### config.mk
export PLATFORM = sky130hd
export DESIGN_NAME = seg_scan_mux_flat
export DESIGN_NICKNAME = d
export VERILOG_FILES = /design/src/rtl/seg_scan_mux_if.sv /design/src/rtl/seg_scan_mux.sv /design/src/flat_wrapper.sv
export SDC_FILE = /design/constraint.sdc
export NUM_CORES = 1
export LEC_CHECK = 0
export BUFFER_PORTS_ARGS = -buffer_cell sky130_fd_sc_hd__buf_2
export CAP_MARGIN = 10
export CORE_MARGIN = 4
export CORE_UTILIZATION = 60
export CTS_BUF_LIST = sky130_fd_sc_hd__clkbuf_8 sky130_fd_sc_hd__clkbuf_16
export CTS_CLUSTER_SIZE = 10
export DETAILED_ROUTE_END_ITERATION = 12
export PLACE_DENSITY = 0.83
export SETUP_SLACK_MARGIN = 0.15
export SYNTH_ARGS = -nofsm -noshare
export SYNTH_HDL_FRONTEND = slang
export SYNTH_SLANG_ARGS = --single-unit
### constraint.sdc
create_clock -name clk -period 3.9 [get_ports clk]
set_input_delay 0.585 -clock clk [delete_from_list [all_inputs] [get_ports clk]]
set_output_delay 0.585 -clock clk [all_outputs]
set_load 0.005 [all_outputs]
### src/rtl/seg_scan_mux_if.sv
// ----------------------------------------------------------------------------
// seg_scan_mux_if
//   Bundles the host-side load bus and the board-side segment/common pins of
//   seg_scan_mux so both ends can be connected with one port.
//
//   master : host / testbench side (drives the load bus, observes outputs)
//   slave  : seg_scan_mux side
//
//   Signals
//     data_in   DATA_W    binary value, sampled on an accepted load
//     load      1         one-cycle start strobe, taken only while busy=0
//     hex_mode  1         1 = hex digits, 0 = decimal (sampled with data_in)
//     blank_lz  1         1 = blank leading zeros (sampled with data_in)
//     dp_mask   N_DIGITS  bit i lights the dp of digit i (sampled with data_in)
//     busy      1         conversion in progress
//     seg_com   N_DIGITS  active-low digit enables, digit i on bit N_DIGITS-1-i
//     seg_disp  8         {a,b,c,d,e,f,g,dp}, active-high
//     dbg_state 2         conversion FSM state (0 idle, 1 shift, 2 commit)
//
//   Handshake: a transfer happens on a rising clk edge where load=1 and
//   busy=0; load while busy=1 is dropped with no side effects.
// ----------------------------------------------------------------------------
interface seg_scan_mux_if #(
  parameter int DATA_W   = 16,
  parameter int N_DIGITS = 6
);
  logic [DATA_W-1:0]   data_in;
  logic                load;
  logic                hex_mode;
  logic                blank_lz;
  logic [N_DIGITS-1:0] dp_mask;
  logic                busy;
  logic [N_DIGITS-1:0] seg_com;
  logic [7:0]          seg_disp;
  logic [1:0]          dbg_state;

  modport master (
    output data_in, load, hex_mode, blank_lz, dp_mask,
    input  busy, seg_com, seg_disp, dbg_state
  );

  modport slave (
    input  data_in, load, hex_mode, blank_lz, dp_mask,
    output busy, seg_com, seg_disp, dbg_state
  );
endinterface

### src/rtl/seg_scan_mux.sv
// ----------------------------------------------------------------------------
// seg_scan_mux
//   Multiplexed common-anode 7-segment driver. A binary value is latched on
//   an accepted load and converted MSB-first, one bit per cycle, by a
//   double-dabble engine (or a plain nibble shift in hex mode). The finished
//   result is committed atomically into display registers, which a free
//   running scanner renders one digit at a time.
//
//   Parameters
//     DATA_W    width of the binary input (>= 4)
//     N_DIGITS  number of digits driven (1..8)
//     DIV       clk cycles each digit stays active (>= 1)
//
//   Ports
//     clk    system clock, rising edge
//     reset  synchronous, active-high
//     bus    seg_scan_mux_if.slave (load bus in, segment/common pins out)
//
//   The interface instance must be built with the same DATA_W / N_DIGITS.
// ----------------------------------------------------------------------------
module seg_scan_mux #(
  parameter int DATA_W   = 16,
  parameter int N_DIGITS = 6,
  parameter int DIV      = 1000
) (
  input  logic           clk,
  input  logic           reset,
  seg_scan_mux_if.slave  bus
);

  localparam int ACC_W = 4 * N_DIGITS;
  localparam int CNT_W = $clog2(DATA_W + 1);
  localparam int IDX_W = (N_DIGITS > 1) ? $clog2(N_DIGITS) : 1;
  localparam int PRE_W = (DIV > 1) ? $clog2(DIV) : 1;

  typedef enum logic [1:0] {
    ST_IDLE   = 2'd0,
    ST_SHIFT  = 2'd1,
    ST_COMMIT = 2'd2
  } state_t;

  // Conversion side
  state_t              state_q, state_d;
  logic [DATA_W-1:0]   data_q, data_d;
  logic                hex_q, hex_d;
  logic                blz_q, blz_d;
  logic [N_DIGITS-1:0] dp_q, dp_d;
  logic [ACC_W-1:0]    acc_q, acc_d;
  logic                ovf_q, ovf_d;
  logic [CNT_W-1:0]    cnt_q, cnt_d;
  logic [ACC_W-1:0]    acc_adj;

  // Display registers: only ever written in COMMIT, so the scanner never
  // sees a half-converted value.
  logic [ACC_W-1:0]    disp_acc_q, disp_acc_d;
  logic                disp_blz_q, disp_blz_d;
  logic [N_DIGITS-1:0] disp_dp_q, disp_dp_d;
  logic                disp_ovf_q, disp_ovf_d;

  // Scanner
  logic [PRE_W-1:0]    pre_q, pre_d;
  logic [IDX_W-1:0]    idx_q, idx_d;
  logic [N_DIGITS-1:0] seg_com_q, seg_com_d;
  logic [7:0]          seg_disp_q, seg_disp_d;

  // Render helpers
  logic [3:0]          nib_sel;
  logic                dp_sel;
  logic                blank_sel;
  logic [N_DIGITS-1:0] lz;
  logic                above_zero;

  // --------------------------------------------------------------------------
  // Glyph table, {a,b,c,d,e,f,g}
  // --------------------------------------------------------------------------
  function automatic logic [6:0] glyph7(input logic [3:0] v);
    logic [6:0] g;
    case (v)
      4'h0:    g = 7'b1111110;
      4'h1:    g = 7'b0110000;
      4'h2:    g = 7'b1101101;
      4'h3:    g = 7'b1111001;
      4'h4:    g = 7'b0110011;
      4'h5:    g = 7'b1011011;
      4'h6:    g = 7'b1011111;
      4'h7:    g = 7'b1110000;
      4'h8:    g = 7'b1111111;
      4'h9:    g = 7'b1111011;
      4'hA:    g = 7'b1110111;
      4'hB:    g = 7'b0011111;
      4'hC:    g = 7'b1001110;
      4'hD:    g = 7'b0111101;
      4'hE:    g = 7'b1001111;
      default: g = 7'b1000111;
    endcase
    return g;
  endfunction

  // --------------------------------------------------------------------------
  // Conversion FSM: state register
  // --------------------------------------------------------------------------
  always_ff @(posedge clk) begin
    if (reset) begin
      state_q    <= ST_IDLE;
      data_q     <= '0;
      hex_q      <= 1'b0;
      blz_q      <= 1'b0;
      dp_q       <= '0;
      acc_q      <= '0;
      ovf_q      <= 1'b0;
      cnt_q      <= '0;
      disp_acc_q <= '0;
      disp_blz_q <= 1'b0;
      disp_dp_q  <= '0;
      disp_ovf_q <= 1'b0;
    end else begin
      state_q    <= state_d;
      data_q     <= data_d;
      hex_q      <= hex_d;
      blz_q      <= blz_d;
      dp_q       <= dp_d;
      acc_q      <= acc_d;
      ovf_q      <= ovf_d;
      cnt_q      <= cnt_d;
      disp_acc_q <= disp_acc_d;
      disp_blz_q <= disp_blz_d;
      disp_dp_q  <= disp_dp_d;
      disp_ovf_q <= disp_ovf_d;
    end
  end

  // --------------------------------------------------------------------------
  // Conversion FSM: next state and datapath
  // --------------------------------------------------------------------------
  always_comb begin
    state_d    = state_q;
    data_d     = data_q;
    hex_d      = hex_q;
    blz_d      = blz_q;
    dp_d       = dp_q;
    acc_d      = acc_q;
    ovf_d      = ovf_q;
    cnt_d      = cnt_q;
    disp_acc_d = disp_acc_q;
    disp_blz_d = disp_blz_q;
    disp_dp_d  = disp_dp_q;
    disp_ovf_d = disp_ovf_q;
    acc_adj    = acc_q;

    case (state_q)
      ST_IDLE: begin
        if (bus.load) begin
          data_d  = bus.data_in;
          hex_d   = bus.hex_mode;
          blz_d   = bus.blank_lz;
          dp_d    = bus.dp_mask;
          acc_d   = '0;
          ovf_d   = 1'b0;
          cnt_d   = '0;
          state_d = ST_SHIFT;
        end
      end

      ST_SHIFT: begin
        // Decimal: add-3 correction on every nibble >= 5 before the shift.
        if (!hex_q) begin
          for (int i = 0; i < N_DIGITS; i++) begin
            if (acc_q[4*i +: 4] >= 4'd5) begin
              acc_adj[4*i +: 4] = acc_q[4*i +: 4] + 4'd3;
            end
          end
        end
        // A 1 leaving the top nibble means the value does not fit in
        // N_DIGITS digits (decimal) or has bits above 4*N_DIGITS (hex).
        ovf_d  = ovf_q | acc_adj[ACC_W-1];
        acc_d  = {acc_adj[ACC_W-2:0], data_q[DATA_W-1]};
        data_d = data_q << 1;
        cnt_d  = cnt_q + 1'b1;
        if (cnt_q == CNT_W'(DATA_W - 1)) begin
          state_d = ST_COMMIT;
        end
      end

      ST_COMMIT: begin
        disp_acc_d = acc_q;
        disp_blz_d = blz_q;
        disp_dp_d  = dp_q;
        disp_ovf_d = ovf_q;
        state_d    = ST_IDLE;
      end

      default: begin
        state_d = ST_IDLE;
      end
    endcase
  end

  // --------------------------------------------------------------------------
  // Scanner: prescaler, digit index and registered pin outputs
  // --------------------------------------------------------------------------
  always_ff @(posedge clk) begin
    if (reset) begin
      pre_q      <= '0;
      idx_q      <= '0;
      seg_com_q  <= '1;
      seg_disp_q <= 8'h00;
    end else begin
      pre_q      <= pre_d;
      idx_q      <= idx_d;
      seg_com_q  <= seg_com_d;
      seg_disp_q <= seg_disp_d;
    end
  end

  always_comb begin
    pre_d = pre_q + 1'b1;
    idx_d = idx_q;
    if (pre_q == PRE_W'(DIV - 1)) begin
      pre_d = '0;
      idx_d = (idx_q == IDX_W'(N_DIGITS - 1)) ? '0 : idx_q + 1'b1;
    end
  end

  // lz[i] is set when digit i and every digit above it are zero.
  always_comb begin
    lz         = '0;
    above_zero = 1'b1;
    for (int i = N_DIGITS - 1; i >= 0; i--) begin
      above_zero = above_zero & (disp_acc_q[4*i +: 4] == 4'd0);
      lz[i]      = above_zero;
    end
  end

  // Pin outputs are built from the current index, so they follow an index
  // change by exactly one cycle.
  always_comb begin
    nib_sel   = 4'd0;
    dp_sel    = 1'b0;
    blank_sel = 1'b0;
    seg_com_d = '1;
    for (int i = 0; i < N_DIGITS; i++) begin
      if (IDX_W'(i) == idx_q) begin
        nib_sel                 = disp_acc_q[4*i +: 4];
        dp_sel                  = disp_dp_q[i];
        // Digit 0 is never blanked so a zero value still shows "0".
        blank_sel               = disp_blz_q && lz[i] && (i != 0);
        seg_com_d[N_DIGITS-1-i] = 1'b0;
      end
    end

    if (disp_ovf_q) begin
      seg_disp_d = {7'b0000001, dp_sel};
    end else if (blank_sel) begin
      seg_disp_d = {7'b0000000, dp_sel};
    end else begin
      seg_disp_d = {glyph7(nib_sel), dp_sel};
    end
  end

  // --------------------------------------------------------------------------
  // Outputs
  // --------------------------------------------------------------------------
  assign bus.busy      = (state_q != ST_IDLE);
  assign bus.seg_com   = seg_com_q;
  assign bus.seg_disp  = seg_disp_q;
  assign bus.dbg_state = state_q;

endmodule

### src/flat_wrapper.sv
// flat-port wrapper written by rule: the top's interface ports become plain ports
module seg_scan_mux_flat 
#(
  parameter int DATA_W   = 16,
  parameter int N_DIGITS = 6,
  parameter int DIV      = 1000
)
  (clk, reset, bus_data_in, bus_load, bus_hex_mode, bus_blank_lz, bus_dp_mask, bus_busy, bus_seg_com, bus_seg_disp, bus_dbg_state);
  seg_scan_mux_if #(.DATA_W(DATA_W), .N_DIGITS(N_DIGITS)) bus_i ();
  input  logic clk;
  input  logic reset;
  input wire logic [$bits(bus_i.data_in)-1:0] bus_data_in;
  input wire logic [$bits(bus_i.load)-1:0] bus_load;
  input wire logic [$bits(bus_i.hex_mode)-1:0] bus_hex_mode;
  input wire logic [$bits(bus_i.blank_lz)-1:0] bus_blank_lz;
  input wire logic [$bits(bus_i.dp_mask)-1:0] bus_dp_mask;
  output wire logic [$bits(bus_i.busy)-1:0] bus_busy;
  output wire logic [$bits(bus_i.seg_com)-1:0] bus_seg_com;
  output wire logic [$bits(bus_i.seg_disp)-1:0] bus_seg_disp;
  output wire logic [$bits(bus_i.dbg_state)-1:0] bus_dbg_state;
  assign bus_i.data_in = bus_data_in;
  assign bus_i.load = bus_load;
  assign bus_i.hex_mode = bus_hex_mode;
  assign bus_i.blank_lz = bus_blank_lz;
  assign bus_i.dp_mask = bus_dp_mask;
  assign bus_busy = bus_i.busy;
  assign bus_seg_com = bus_i.seg_com;
  assign bus_seg_disp = bus_i.seg_disp;
  assign bus_dbg_state = bus_i.dbg_state;
  seg_scan_mux #(.DATA_W(DATA_W), .N_DIGITS(N_DIGITS), .DIV(DIV)) u_core (.clk(clk), .reset(reset), .bus(bus_i));
endmodule
==> results.yml, run 1 <==
grt:
  busiest_layer: "met2"
  grt_antenna_before_repair: 0
  grtUsageMet1_pct: 28.9
  grt_max_degree: 52
  met3_usage_pct: 7.01
  grtUsageTotal_pct: 23.8
  grt_pass1_wl_um: 21400
  use_met2_pct: 39.9
  grt_pass1_vias: 4516
  gr-total-overflow: 0
synthesis:
  synth_top_area_share_pct: 41.6
  ys_ff_latch: 115
  syn_nets: 721
  yosys-top-cells-area: "dfxtp_1 42%, a21oi_1 8.1%, nand2_1 8.0%"
  synth_common_cells: "118 x nand2_1, 115 x dfxtp_1, 90 x a21oi_1"
  yosys_warnings: 0
  ys.flop_type: "dfxtp_1"
  yosys.area.top_type: "dfxtp_1"
  ys_seq_area_share_pct: 41.6
  avgSynthCellArea_um2: 8.26
  synth-edff-count: 0
  async_flop_share_pct: 0
  post-synth-top-count-cell: "nand2_1"
  syn_inst: 671
  synthDistinctLibCells: 61
  syn_area_mm2: 0.00554
cts:
  cts_sinks: 115
  cts-root-buf: "clkbuf_8"
  clock_latency_ns: 0.52
  cts_inserted_buffers: 17
  htreeDepth: 4
  cts_tree: "yes"
  cts_buffer_depth: 2
  clk_pin_slew_ns: 0.06
  hold_buffers: 0
  cts_setup_buffers: 0
sta:
  fmax_ghz: 0.304
  finalHoldViolCount: 0
  fin_crit_sh_pct: 84.4
  worstMarginPinSlew_ns: 1.23
  setup_viol: 0
  skew_ns: 0.00545
  min_period_ns: 3.29
  fin_hold_ws_ns: 0.298
  relSlewSlack_pct: 18.2
  rsz0062_at_grt: "false"
  drv_slew: 0
  setup_tns_ns: 0
  setup_ws_ns: 0.608
min_path:
  hold_end: "u_core.data_q[0]$_SDFFE_PP0P_"
  hold_depth: 3
  min_from: "bus_data_in[0]"
  worstHoldPathType: "in2reg"
worst_setup_path:
  regToRegEndpoint: "u_core.bus.seg_disp[4]$_SDFF_PP0_"
  setup.worst_path.end_class: "flop"
  r2r-start: "u_core.idx_q[1]$_SDFFE_PP0P_"
  max_stage_delay_ns: 0.62
  crit_top_cell: "inv_1"
  cp.arrival_ns: 3.75
  crit_chain: "inv_1, nor2_1, ha_1, nor2_2, a221oi_2, inv_1, ha_1, inv_1, mux4_2, nor2_1"
  rrSetupSlack_ns: 0.61
  worstRegToRegCells: 10
  path_max_fanout: 14
  worstPathRequired_ns: 4.36
  start_kind: "flop"
  critPathKind: "reg2reg"
  slowest_stage: "dfxtp_1"
pwr:
  vdd_drop_max_mv: 0.325
  power.leakage_nw: 2.27
  p_per_area_mw_per_mm2: 433
route:
  wl_per_cell_um: 15.7
  drtIter0Drc: 263
  wirelength_um: 12700
  num_vias: 4883
  routed_via_density: 6.00
  drc: 0
  postRouteAntennaNets: 0
  dr.pass1.iters: 6
floorplanning:
  ioPinCount: 44
  core_area_mm2: 0.00885
  initial_core_util_pct: 62.6
  design.die.area_mm2: 0.0108
  die_width_um: 104
  num_rows: 34
  die_h_um: 104
cells_and_area:
  syn_to_final_growth_pct: 13.2
  final_nets: 743
  drive_above_1_share_pct: 15.2
  diodes: 0
run_status:
  status: "complete, no violations"
placement:
  dp_hpwl_um: 8290
  dp_slack_ns: 0.416
  io_buffers: 43
  place_congestion: 0.950
job:
  maxCapViolations: 0
[routing by layer]
metal	part of all wire (%)	vias to the layer above	routed length (um)
li1	-	2370	-
met1	42	2320	5310
met2	49	164	6300
met3	6.7	29	849
met4	2.2	0	282
met5	0	-	0
[cells by family (layout without fill, tap and decap cells)]
logic type                 Yosys count  in the layout  share of synthesized area [%]
muxes                               21             21                           4.49
buffers and inverters               81            116                           5.98
xor gates and xnor gates             7              7                           1.11
AOI/OAI and AO/OA                  182            182                           21.1
adders and majority gates           23             23                           5.19
and+or+nand+nor                    242            242                           20.5
DFF                                115            115                           41.6
[where the power goes]
part / leakage [nW] / internal (mW) / total, mW / switching, mW
Clock: 0.264 / 0.834 / 1.36 / 0.527
Combinational: 1.07 / 0.0416 / 0.130 / 0.0880
Sequential: 0.934 / 1.20 / 1.22 / 0.0202
Total: 2.27 / 2.08 / 2.71 / 0.636
[stage by stage]
stage / total power [mW] / cell area [um^2] / util (%) / instances
after floorplan: 1.33 / 5540 / - / 671
final: 2.71 / 6270 / 70.9 / 814
after global placement: 1.37 / 5740 / 64.9 / 782
after detailed placement: 1.37 / 5740 / 64.9 / 782
after global routing: 2.80 / 6270 / 70.9 / 814
after CTS: 2.73 / 6270 / 70.9 / 814
[timing repair]
action / 4_1_cts / 5_1_grt
resized for setup: 0 / 1
setup endpoints to repair: 0 / 1
endpoints found under the hold margin: 0 / 0
[layout make-up]
type                            instances  area [um^2]
Sequential cell                       115         2300
Tap cell                              108          135
Fill cell                             682         2580
Clock inverter                         11         62.6
Inverter                               36          135
Timing Repair Buffer                   48          253
Clock buffer                           21          469
Multi-Input combinational cell        475         2910
[sequential cells by signal, indices dropped and copies added, names as in the netlist, 3 cells and up]
signal,count
u_core.cnt_q,5
u_core.data_q,16
u_core.pre_q,10
u_core.idx_q,3
u_core.bus.seg_com,6
u_core.bus.seg_disp,8
u_core.acc_q,24
u_core.dp_q,6
u_core.disp_dp_q,6
u_core.disp_acc_q,24
[placed cells by master, fill, tap and decap left out, types with 3 or more instances in the layout]
master / n
nand2_1: 118
dfxtp_1: 114
a21oi_1: 90
buf_2: 43
inv_1: 36
nor2_1: 35
ha_1: 23
o21ai_0: 22
a22oi_1: 21
nand3_1: 16
clkbuf_16: 16
mux2i_1: 14
nor3_1: 14
nand2b_1: 13
o21a_1: 13
nor4_1: 10
a211oi_1: 8
o211ai_1: 6
and3_1: 5
clkbuf_8: 5
clkinv_2: 5
buf_4: 5
nor3b_1: 4
xnor2_1: 4
or3_1: 4
clkinvlp_4: 4
a221oi_2: 3
nand3b_1: 3
a211oi_2: 3
xor2_1: 3
[worst max-delay path, delay by kind of cell, from the launching register on]
family,cells,cell delay [ns]
fa+ha+maj,2,0.77
simple gates,3,0.38
compound gates,1,0.60
flops,1,0.62
buf+inv,3,0.39
mux,1,0.48
[how the worst max path moves through the flow]
stage / start / endpoint / depth (start not counted)
3_3_place_gp: u_core.idx_q[0]$_SDFFE_PP0P_ / u_core.bus.seg_disp[4]$_SDFF_PP0_ / 10
5_1_grt: u_core.idx_q[1]$_SDFFE_PP0P_ / u_core.bus.seg_disp[4]$_SDFF_PP0_ / 10
4_1_cts: u_core.idx_q[0]$_SDFFE_PP0P_ / u_core.bus.seg_disp[4]$_SDFF_PP0_ / 10
6_report: u_core.idx_q[1]$_SDFFE_PP0P_ / u_core.bus.seg_disp[4]$_SDFF_PP0_ / 10
2_1_floorplan: u_core.idx_q[0]$_SDFFE_PP0P_ / u_core.bus.seg_disp[4]$_SDFF_PP0_ / 13
3_5_place_dp: u_core.idx_q[0]$_SDFFE_PP0P_ / u_core.bus.seg_disp[4]$_SDFF_PP0_ / 10
(Power assumes the default switching activity.)
==> run 2, diff against run 1 <==
--- a/config.mk
+++ b/config.mk
@@ -8,11 +8,11 @@
 export BUFFER_PORTS_ARGS = -buffer_cell sky130_fd_sc_hd__buf_2
 export CAP_MARGIN = 10
 export CORE_MARGIN = 4
-export CORE_UTILIZATION = 60
+export CORE_UTILIZATION = 54
 export CTS_BUF_LIST = sky130_fd_sc_hd__clkbuf_8 sky130_fd_sc_hd__clkbuf_16
 export CTS_CLUSTER_SIZE = 10
 export DETAILED_ROUTE_END_ITERATION = 12
-export PLACE_DENSITY = 0.83
+export PLACE_DENSITY = 0.79
 export SETUP_SLACK_MARGIN = 0.15
 export SYNTH_ARGS = -nofsm -noshare
 export SYNTH_HDL_FRONTEND = slang
==> constraint.sdc (replaced) <==
create_clock -name clk -period 2.7 [get_ports clk]
set_input_delay 0.405 -clock clk [delete_from_list [all_inputs] [get_ports clk]]
set_output_delay 0.405 -clock clk [all_outputs]
set_load 0.005 [all_outputs]
==> results.yml, run 2 (synthesis gave the netlist of run 1 again) <==
pwr:
  pwr-share-comb_pct: 4.8
  total_power_mw: 4.17
  power.leakage_nw: 2.37
  p_per_area_mw_per_mm2: 642
  seqPwrFrac_pct: 42.1
  swShare_pct: 22.8
  vdd_drop_max_mv: 0.500
  p_switching_mw: 0.951
  clockPowerShare_pct: 53.1
  p_int_mw: 3.22
floorplanning:
  design.die.area_mm2: 0.0119
  core_area_mm2: 0.00986
  die_h_um: 109
  initial_core_util_pct: 56.2
  die_width_um: 109
  ioPinCount: 44
  num_rows: 36
cts:
  htreeDepth: 4
  hold_buffers: 0
  cts_sinks: 115
  cts_inserted_buffers: 17
  clk_pin_slew_ns: 0.06
  clock_latency_ns: 0.53
  cts_buffer_depth: 2
  cts-root-buf: "clkbuf_8"
  cts_tree: "yes"
grt:
  grt_pass1_vias: 4739
  gr-total-overflow: 0
  grt_pass1_wl_um: 21800
  grtUsageTotal_pct: 23.2
  grt_antenna_before_repair: 0
  grt_max_degree: 62
min_path:
  worstHoldPathType: "in2reg"
cells_and_area:
  diodes: 0
  postLayoutCellArea_mm2: 0.00650
  finalNonFillerCells: 853
  reg_top3: "u_core.acc_q: 24 flops, u_core.disp_acc_q: 24 flops, u_core.data_q: 16 flops"
  syn_to_final_growth_pct: 17.3
  drive_above_1_share_pct: 17.1
  mostFrequentLayoutCells: "118 x nand2_1, 115 x dfxtp_1, 90 x a21oi_1"
  final_nets: 757
  mostFrequentLayoutCell: "nand2_1"
sta:
  fin_crit_sh_pct: 91.1
  drv_slew: 0
  setup_viol: 0
  worstMarginPinSlew_ns: 0.917
  relSlewSlack_pct: 38.9
  rsz0062_at_grt: "true"
  skew_ns: 0.00665
  setup_tns_ns: 0
  finalHoldViolCount: 0
  min_period_ns: 2.46
  fmax_ghz: 0.407
run_status:
  status: "complete, no violations"
placement:
  dp_hpwl_um: 8850
  io_buffers: 43
  place_congestion: 0.909
  dp.cells: 819
  postPlaceCellArea_mm2: 0.00589
route:
  wirelength_um: 12900
  dr.pass1.iters: 5
  postRouteAntennaNets: 0
  wl_per_cell_um: 15.1
  drtIter0Drc: 400
  routed_via_density: 5.62
  num_vias: 4792
  drc: 0
worst_setup_path:
  path_max_fanout: 7
  slowest_stage: "dfxtp_1"
  setup.worst_path.end_class: "flop"
  max_stage_delay_ns: 0.47
  crit_chain: "inv_1, ha_1, buf_4, and3_4, a221oi_4, inv_2, ha_1, inv_1, mux4_2, nor2_1"
  cp.arrival_ns: 2.93
  critPathKind: "reg2reg"
  worstPathRequired_ns: 3.17
  start_kind: "flop"
job:
  maxCapViolations: 0
## run 2: cell count changes in the layout (fill, tap and decap cells not counted), moves of 2 or more
| cell | change |
|---|---|
| buf_4 | +13 |
| bufinv_16 | +3 |
| clkbuf_8 | -3 |
| clkinv_2 | -3 |
| clkinv_4 | +2 |
| inv_1 | -2 |
| inv_2 | +2 |
## run 2: cell type report
cell class | instances | area, um^2
flip-flops and latches | 115 | 2300
fillers | 797 | 3360
well taps | 133 | 166
inverters | 36 | 135
multi-input cells | 475 | 2940
repair buffers | 62 | 370
clock buffers | 18 | 428
clock inverters | 14 | 164
## run 2: per-stage QoR
| stage | hold slack (ns) | worst slack [ns] | utilization, % |
|---|---|---|---|
| 3_3_place_gp | 0.442 | 0.277 | 59.7 |
| 3_5_place_dp | 0.447 | 0.242 | 59.7 |
| 6_report | 0.105 | 0.240 | 65.9 |
| 5_1_grt | 0.0941 | 0.0848 | 65.9 |
| 2_1_floorplan | 0.430 | 0.161 | - |
| 4_1_cts | 0.101 | 0.189 | 65.7 |
## run 2: power by group through the flow
stage          sequential [mW]  combinational, mW  clock [mW]
2_1_floorplan             1.79              0.132           0
3_3_place_gp              1.79              0.193           0
3_5_place_dp              1.79              0.200           0
4_1_cts                   1.76              0.201        2.23
5_1_grt                   1.76              0.227        2.33
6_report                  1.76              0.200        2.22
## run 2: final timing paths
path	from	slack, ns	depth (start not counted)	to
max	u_core.idx_q[2]$_SDFFE_PP0P_	0.24	10	u_core.bus.seg_disp[4]$_SDFF_PP0_
min	bus_dp_mask[5]	0.11	3	u_core.dp_q[5]$_SDFFE_PP0P_
max reg2reg	u_core.idx_q[2]$_SDFFE_PP0P_	0.24	10	u_core.bus.seg_disp[4]$_SDFF_PP0_
min reg2reg	u_core.dp_q[1]$_SDFFE_PP0P_	0.46	2	u_core.dp_q[1]$_SDFFE_PP0P_
## run 2: metal layers
metal	part of all wire [%]	track usage [%]
met2	51	40.4
met3	3.6	6.11
met4	2.4	10.2
met5	0	0
met1	43	26.7
## run 2: what timing repair did
item	CTS	global route
gates resized for setup	0	1
setup endpoints to repair	0	5
setup buffers	0	2
## run 2: critical path: cells and delay by family (launching register included)
family | cells | cell delay [ns]
simple gates | 2 | 0.26
compound gates | 1 | 0.21
buf+inv | 4 | 0.42
fa+ha+maj | 2 | 0.57
flops | 1 | 0.47
mux | 1 | 0.46
==> run 3, diff against run 2 <==
--- a/config.mk
+++ b/config.mk
@@ -8,11 +8,11 @@
 export BUFFER_PORTS_ARGS = -buffer_cell sky130_fd_sc_hd__buf_2
 export CAP_MARGIN = 10
 export CORE_MARGIN = 4
-export CORE_UTILIZATION = 54
+export CORE_UTILIZATION = 60
 export CTS_BUF_LIST = sky130_fd_sc_hd__clkbuf_8 sky130_fd_sc_hd__clkbuf_16
 export CTS_CLUSTER_SIZE = 10
 export DETAILED_ROUTE_END_ITERATION = 12
-export PLACE_DENSITY = 0.79
+export PLACE_DENSITY = 0.83
 export SETUP_SLACK_MARGIN = 0.15
 export SYNTH_ARGS = -nofsm -noshare
 export SYNTH_HDL_FRONTEND = slang
==> constraint.sdc (replaced) <==
create_clock -name clk -period 2.8 [get_ports clk]
set_input_delay 0.42 -clock clk [delete_from_list [all_inputs] [get_ports clk]]
set_output_delay 0.42 -clock clk [all_outputs]
set_load 0.005 [all_outputs]
==> results.yml, run 3 (synthesis gave the netlist of run 1 again) <==
run_status:
  status: "complete, no violations"
route:
  num_vias: 4925
  dr.pass1.iters: 5
  wirelength_um: 13100
  drtIter0Drc: 285
  wl_per_cell_um: 15.9
  postRouteAntennaNets: 0
  routed_via_density: 5.96
  drc: 0
placement:
  dp.cells: 794
  io_buffers: 43
  place_congestion: 0.880
  dp_hpwl_um: 8360
  postPlaceCellArea_mm2: 0.00585
pwr:
  p_per_area_mw_per_mm2: 629
  power.leakage_nw: 2.36
  vdd_drop_max_mv: 0.606
sta:
  skew_ns: 0.00759
  rsz0062_at_grt: "false"
  fin_hold_ws_ns: 0.142
  setup_viol: 0
  fin_crit_sh_pct: 91.6
  worstMarginPinSlew_ns: 0.913
  setup_tns_ns: 0
  drv_slew: 0
  finalHoldViolCount: 0
  min_period_ns: 2.56
  fmax_ghz: 0.390
  relSlewSlack_pct: 39.1
cells_and_area:
  mostFrequentLayoutCells: "118 x nand2_1, 115 x dfxtp_1, 90 x a21oi_1"
  finalNonFillerCells: 827
  mostFrequentLayoutCell: "nand2_1"
  drive_above_1_share_pct: 17.2
  utilization_pct: 73.2
  postLayoutCellArea_mm2: 0.00648
  final_nets: 756
  syn_to_final_growth_pct: 17.0
  nFillCells: 648
  reg_top3: "u_core.acc_q: 24 flops, u_core.disp_acc_q: 24 flops, u_core.data_q: 16 flops"
  diodes: 0
job:
  maxCapViolations: 0
worst_setup_path:
  path_max_fanout: 8
  regToRegEndpoint: "u_core.bus.seg_disp[4]$_SDFF_PP0_"
  r2r-start: "u_core.idx_q[2]$_SDFFE_PP0P_"
  cp.arrival_ns: 3.02
  start_kind: "flop"
  worstPathRequired_ns: 3.25
  critPathKind: "reg2reg"
  setup.worst_path.end_class: "flop"
  rrSetupSlack_ns: 0.24
  worstRegToRegCells: 8
cts:
  cts-root-buf: "clkbuf_8"
  htreeDepth: 4
  clock_latency_ns: 0.52
  hold_buffers: 0
  clk_pin_slew_ns: 0.06
  cts_inserted_buffers: 17
  cts_sinks: 115
  cts_buffer_depth: 2
  cts_tree: "yes"
floorplanning:
  initial_core_util_pct: 62.6
  ioPinCount: 44
  die_width_um: 104
  num_rows: 34
  die_h_um: 104
  core_area_mm2: 0.00885
  design.die.area_mm2: 0.0108
grt:
  grt_pass1_wl_um: 22100
  grtUsageTotal_pct: 24.5
  grt_pass1_vias: 4713
  use_met2_pct: 42.5
  busiest_layer: "met2"
  grt_max_degree: 45
  gr-total-overflow: 0
  grt_antenna_before_repair: 0
  met3_usage_pct: 6.89
  grtUsageMet1_pct: 28.6
min_path:
  hold_end: "u_core.blz_q$_SDFFE_PP0P_"
  min_from: "bus_blank_lz"
  worstHoldPathType: "in2reg"
  hold_depth: 3
-- run 3: power breakdown --
part	total, mW	internal, mW	switching, mW
Sequential	1.69	1.67	0.0205
Combinational	0.198	0.0666	0.131
Clock	2.18	1.39	0.795
-- run 3: worst max-delay path by stage --
stage	start	to	slack (ns)	cells after the start
finish	u_core.idx_q[2]$_SDFFE_PP0P_	u_core.bus.seg_disp[4]$_SDFF_PP0_	0.24	8
detailed placement	u_core.idx_q[0]$_SDFFE_PP0P_	u_core.bus.seg_disp[7]$_SDFF_PP0_	0.19	10
floorplan	u_core.idx_q[0]$_SDFFE_PP0P_	u_core.bus.seg_disp[4]$_SDFF_PP0_	0.18	13
global route	u_core.idx_q[2]$_SDFFE_PP0P_	u_core.bus.seg_disp[4]$_SDFF_PP0_	0.15	8
global placement	u_core.idx_q[0]$_SDFFE_PP0P_	u_core.bus.seg_disp[4]$_SDFF_PP0_	0.32	9
CTS	u_core.idx_q[1]$_SDFFE_PP0P_	u_core.bus.seg_disp[7]$_SDFF_PP0_	0.20	9
-- run 3: layout make-up --
| type | instances | area [um^2] | share of cell area (%) |
|---|---|---|---|
| clock buffer | 18 | 428 | 6.60 |
| multi-input combinational | 475 | 2940 | 45.3 |
| clock inverter | 14 | 179 | 2.76 |
| timing repair buffer | 61 | 363 | 5.60 |
| tap | 108 | 135 | 2.08 |
| inverter | 36 | 135 | 2.08 |
| sequential | 115 | 2300 | 35.5 |
-- run 3: worst max-delay path: stages (launching register included) --
cell       delay [ns]
dfxtp_1          0.41
buf_4            0.22
mux2_2           0.16
o221ai_1         0.17
a2111oi_4        0.55
inv_2            0.13
ha_1             0.27
mux4_2           0.50
nor2_1           0.09
-- run 3: timing repair --
item                                    4_1_cts  5_1_grt
setup buffers                                 0        1
endpoints found under the setup margin        2        2
gates cloned                                  0        0
pin swaps                                     0        1
gates resized for setup                       1        2
-- run 3: metrics by stage --
stage          setup slack, ns  power (mW)
3_3_place_gp             0.317        1.92
6_report                 0.236        4.08
2_1_floorplan            0.183        1.85
5_1_grt                  0.150        4.21
3_5_place_dp             0.190        1.92
4_1_cts                  0.200        4.10
-- run 3: routing by layer --
metal | share of wire, % | wire [um]
met2 | 51 | 6700
met5 | 0 | 0
met4 | 2.1 | 281
met3 | 6.4 | 835
met1 | 41 | 5330
